<file path="src/rtl/ajuste_pkg.sv">
// Shared constants, limit-mode enum and clamp helper for the ajuste_contador block.
package ajuste_pkg;

    localparam int unsigned ANCHO_DEF  = 7;
    localparam int unsigned MINIMO_DEF = 0;
    localparam int unsigned MAXIMO_DEF = 99;

    // Behaviour at the limits: wrap to the opposite limit or stick at the limit.
    typedef enum logic {
        MODO_SATURAR  = 1'b0,
        MODO_ENVOLVER = 1'b1
    } modo_limite_t;

    // Force a candidate value into [mn, mx]; operands are zero-extended, unsigned.
    function automatic logic [31:0] clamp_valor(
        input logic [31:0] v,
        input logic [31:0] mn,
        input logic [31:0] mx
    );
        logic [31:0] r;
        if (v < mn) begin
            r = mn;
        end else if (v > mx) begin
            r = mx;
        end else begin
            r = v;
        end
        return r;
    endfunction

endpackage

</file>
<file path="src/rtl/ajuste_contador_flanco.sv">
// Falling-edge detector for an active-low, idle-high step input.
// The previous-sample flop tracks the raw input every cycle, so a held-low
// input yields a single one-cycle detection.
module detector_flanco_bajo (
    input  logic clk,
    input  logic reset_n,
    input  logic entrada,
    output logic flanco
);

    logic prev_d;
    logic prev_q;

    // Next previous-sample value is always the raw input.
    always_comb begin
        prev_d = entrada;
    end

    // Previous-sample register; idles high so no spurious edge after reset.
    always_ff @(posedge clk) begin
        if (!reset_n) begin
            prev_q <= 1'b1;
        end else begin
            prev_q <= prev_d;
        end
    end

    assign flanco = (entrada == 1'b0) && (prev_q == 1'b1);

endmodule

</file>
<file path="src/rtl/ajuste_contador.sv">
// Bounded up/down setpoint register fed by debounced active-low step pulses.
// Supports wrap or saturation at the limits, a clamped parallel load and limit flags.
// Optional macro AJUSTE_CONTADOR_BCD_EN adds registered decimal digit outputs
// (decenas/unidades) that trail valor by one cycle.
module ajuste_contador
    import ajuste_pkg::*;
#(
    parameter int unsigned ANCHO    = ANCHO_DEF,
    parameter int unsigned MINIMO   = MINIMO_DEF,
    parameter int unsigned MAXIMO   = MAXIMO_DEF,
    parameter int unsigned INICIAL  = 0,
    parameter int unsigned ENVOLVER = 1
) (
    input  logic             clk,
    input  logic             reset_n,
    input  logic             habilitar,
    input  logic             aumentar,
    input  logic             disminuir,
    input  logic             cargar,
    input  logic [ANCHO-1:0] valor_carga,
    output logic [ANCHO-1:0] valor,
    output logic             en_max,
    output logic             en_min,
    output logic             cambio
`ifdef AJUSTE_CONTADOR_BCD_EN
    ,
    output logic [3:0]       decenas,
    output logic [3:0]       unidades
`endif
);

    localparam logic [ANCHO-1:0] MIN_V = ANCHO'(MINIMO);
    localparam logic [ANCHO-1:0] MAX_V = ANCHO'(MAXIMO);
    localparam logic [ANCHO-1:0] INI_V = ANCHO'(INICIAL);
    localparam modo_limite_t     MODO  = (ENVOLVER != 0) ? MODO_ENVOLVER : MODO_SATURAR;

    logic             step_up_s;
    logic             step_dn_s;
    logic [ANCHO-1:0] valor_d;
    logic [ANCHO-1:0] valor_q;
    logic             cambio_d;
    logic             cambio_q;

    detector_flanco_bajo u_flanco_aum (
        .clk     (clk),
        .reset_n (reset_n),
        .entrada (aumentar),
        .flanco  (step_up_s)
    );

    detector_flanco_bajo u_flanco_dis (
        .clk     (clk),
        .reset_n (reset_n),
        .entrada (disminuir),
        .flanco  (step_dn_s)
    );

    // Next value: load beats steps, simultaneous steps cancel, then up/down with limit handling.
    always_comb begin
        valor_d = valor_q;
        if (cargar) begin
            valor_d = ANCHO'(clamp_valor(32'(valor_carga), MINIMO, MAXIMO));
        end else if (habilitar && step_up_s && step_dn_s) begin
            valor_d = valor_q;
        end else if (habilitar && step_up_s) begin
            if (valor_q == MAX_V) begin
                valor_d = (MODO == MODO_ENVOLVER) ? MIN_V : MAX_V;
            end else begin
                valor_d = valor_q + ANCHO'(1);
            end
        end else if (habilitar && step_dn_s) begin
            if (valor_q == MIN_V) begin
                valor_d = (MODO == MODO_ENVOLVER) ? MAX_V : MIN_V;
            end else begin
                valor_d = valor_q - ANCHO'(1);
            end
        end else begin
            valor_d = valor_q;
        end
        cambio_d = (valor_d != valor_q);
    end

    // Value and change-strobe registers.
    always_ff @(posedge clk) begin
        if (!reset_n) begin
            valor_q  <= INI_V;
            cambio_q <= 1'b0;
        end else begin
            valor_q  <= valor_d;
            cambio_q <= cambio_d;
        end
    end

    assign valor  = valor_q;
    assign cambio = cambio_q;
    assign en_max = (valor_q == MAX_V);
    assign en_min = (valor_q == MIN_V);

`ifdef AJUSTE_CONTADOR_BCD_EN
    localparam logic [3:0] DEC_INI = 4'(INICIAL / 10);
    localparam logic [3:0] UNI_INI = 4'(INICIAL % 10);

    logic [3:0] decenas_d;
    logic [3:0] decenas_q;
    logic [3:0] unidades_d;
    logic [3:0] unidades_q;

    // Decimal split of the current value (value never exceeds 99).
    always_comb begin
        decenas_d  = 4'(valor_q / ANCHO'(10));
        unidades_d = 4'(valor_q % ANCHO'(10));
    end

    // Digit registers, one cycle behind valor.
    always_ff @(posedge clk) begin
        if (!reset_n) begin
            decenas_q  <= DEC_INI;
            unidades_q <= UNI_INI;
        end else begin
            decenas_q  <= decenas_d;
            unidades_q <= unidades_d;
        end
    end

    assign decenas  = decenas_q;
    assign unidades = unidades_q;
`endif

endmodule

</file>
<file path="config.mk">
export PLATFORM = sky130hd
export DESIGN_NAME = ajuste_contador
export DESIGN_NICKNAME = d
export VERILOG_FILES = /design/src/rtl/ajuste_pkg.sv /design/src/rtl/ajuste_contador_flanco.sv /design/src/rtl/ajuste_contador.sv
export SDC_FILE = /design/constraint.sdc
export NUM_CORES = 1
export LEC_CHECK = 0
export ABC_AREA = 1
export BUFFER_PORTS_ARGS = -buffer_cell sky130_fd_sc_hd__buf_2
export CORE_MARGIN = 3
export CORE_UTILIZATION = 55
export DETAILED_ROUTE_END_ITERATION = 6
export PLACE_DENSITY_LB_ADDON = 0.2
export SLEW_MARGIN = 20
export SYNTH_ARGS = -nofsm -noshare
export SYNTH_HDL_FRONTEND = slang
export SYNTH_SLANG_ARGS = --single-unit
</file>
<file path="constraint.sdc">
create_clock -name clk -period 2 [get_ports clk]
set_input_delay 0.1 -clock clk [delete_from_list [all_inputs] [get_ports clk]]
set_output_delay 0.1 -clock clk [all_outputs]
set_load 0.01 [all_outputs]
</file>
==> qor.csv <==
metric;value;unit
status;completed;
first-pass GRT wire length;5313;µm
commonest non-fill, non-tap cell in the layout;nand2_1;
GRT Util Overall;0.2575;
Syn Inst Count;210;
#FFs+latches synth;10;
unrepaired setup endpoints after global routing;false;
DIE AREA;0.002691;mm²
row cnt;15;
clock-pin slew on the worst setup and hold paths;0.08;ns
cell area after layout;0.001379;mm²
TritonCTS buffer count;3;
TNS Setup;0;ns
Lkg Pwr;0.8518;nW
TritonCTS clock tree;built;
syn avg cell area;5.511;µm²
drt drc;0;
cts hold-fix bufs;0;
drt wl/cell;11.97;µm
critical path arrival;2.03;ns
syn_nets;226;
final hold violations;0;
critical setup path kind;register to register;
Vias/cell;5.261;
worst-case clock skew;0.009057;ns
Skew-Pair Late Insertion Delay;0.27;ns
Placed Instance Area;0.001299;mm²
vias in the first global route;1230;
post-route insts no fill;264;
delay-heaviest family, CP;simple AND/OR/NAND/NOR gates;
max cap viols;0;
Yosys cell types;23;
yosys warns;0;
DRT Wirelength;3159;µm
Worst Tran Pin Value;0.3820;ns
initial antenna violation count;0;
DR iter-0 viols;43;
# diodes;0;
total power draw;0.7505;mW
CP required;2.16;ns
CP Capture Type;register;
most frequent CP cell;nand2_1;
largest net degree at the start of global routing;14;
Max IR drop VDD;0.5120;mV
Max Clk Rate;0.5346;GHz
Buf+Inv Stages, Crit Path;3;
Mapped Area;0.001157;mm²
Die W;51.87;µm
Hold Crit Class;input port to register;
Setup violations, final;0;
Core ar.;0.001858;mm²
hpwl dp;2428;µm
final worst-path cycle share;0.9353;
Layout fillers;166;
worst hold margin;0.02052;ns
Die Ht;51.87;µm
most frequent cells in the layout;nand2_1 (73), inv_1 (34), nand3_1 (24);
Final ANT Viol Nets;0;
layout cells sized above 1;0.2552;
htree depth;1;
Via Count;1389;
CTS Sinks;10;
cell area power density;544.3;mW/mm²
startpoint types;register;
worst-path cell chain;inv_1, ha_1, inv_1, nor2_1, nand3_1, nor2_1, nor2_2, buf_4, nand2_1, nand2_1, nand2_2, nand3_1, nand2_1, nand2_2, nor2_2, a21oi_2;
register area share after synthesis;0.1730;
CP peak stage delay;0.37;ns
Max Slew Vio Count;0;
Worst slew margin;0.7431;
area grow syn2layout;19.13;%
Slowest-stage cell, CP;dfxtp_4;
clk buf depth;2;
TritonRoute pass-1 iters;4;
Initial Utilization;0.6229;
root buffer cell;clkbuf_4;
# port buffers;22;
largest fanout on the critical path;6;
global placement routability congestion;0.9492;
DP Cell Count;257;
fin crit period;1.871;ns
num ports;23;
Final nets;256;
remaining global-route overflow;0;
[worst reg2reg max path, stage by stage, from the launching register on]
cell and delay (ns):
dfxtp_4 0.37, inv_1 0.10, ha_1 0.15, inv_1 0.04, nor2_1 0.12, nand3_1 0.11
nor2_1 0.13, nor2_2 0.08, buf_4 0.13, nand2_1 0.05, nand2_1 0.05, nand2_2 0.07
nand3_1 0.07, nand2_1 0.09, nand2_2 0.06, nor2_2 0.08, a21oi_2 0.06
[registers in the layout, summed over array words and instances, names as in the netlist]
signal	flops
u_flanco_aum.prev_q	1
cambio	1
valor	7
u_flanco_dis.prev_q	1
[area by class of cell]
class,instances,area [µm²],share of cell area
multi-input combinational,160,800.8,0.5808
sequential,10,209.0,0.1515
timing repair buffer,30,170.2,0.1234
inverter,35,131.4,0.09528
clock buffer,4,36.28,0.02632
tap,25,31.28,0.02269
[cell families after synthesis]
kind of cell	Yosys count	share of synthesized area
compound gates	16	0.08109
fa+ha+maj	3	0.03244
buf+inv	40	0.1459
flops	10	0.1730
simple gates	141	0.5676
[through the flow]
stage | setup WS [ns] | utilization
after floorplan | 0.1267 | -
after global placement | 0.02685 | 0.6990
after detailed placement | -0.01318 | 0.6990
after CTS | 0.02979 | 0.7192
after global routing | 0.003983 | 0.7421
final | 0.1293 | 0.7421
[cells in the mapped netlist (all sizes together)]
cell type | instances | area [µm²]
nand3b | 1 | 20.02
o21ai | 10 | 57.56
inv | 35 | 131.4
buf | 5 | 37.53
nand2 | 79 | 316.5
nand4 | 5 | 31.28
nand3 | 28 | 155.2
o31ai | 1 | 7.510
nor2 | 27 | 127.6
a21oi | 5 | 28.78
or2 | 1 | 6.260
ha | 3 | 37.54
dfxtp | 10 | 200.2
[path summary, 6_finish.rpt]
kind                            startpoint             endpoint  slack, ns  cells after the start
worst max register to register    valor[1]               cambio       0.13                     16
worst min register to register    valor[1]             valor[1]       0.68                      4
worst max-delay path              valor[1]               cambio       0.13                     16
worst min-delay path               reset_n  u_flanco_dis.prev_q       0.02                      2
[power by group]
part | switching, mW | internal [mW]
combinational | 0.188 | 0.124
sequential | 0.0293 | 0.216
clock | 0.0826 | 0.111
total | 0.300 | 0.450
[layer usage]
| metal | global-route usage | vias up | part of all wire |
|---|---|---|---|
| li1 | - | 715 | - |
| met1 | 0.3385 | 609 | 0.45 |
| met3 | 0.03438 | 4 | 0.074 |
| met4 | 0.06550 | 0 | 0.0079 |
| met5 | 0 | - | 0 |
| met2 | 0.4372 | 61 | 0.47 |
[repair_timing]
item,CTS,global route
pin swaps,0,1
setup endpoints to repair,1,1
resized for setup,1,8
hold endpoints to repair,0,0
buffers inserted,0,3
Note: power is estimated with default switching activity, not from simulation.
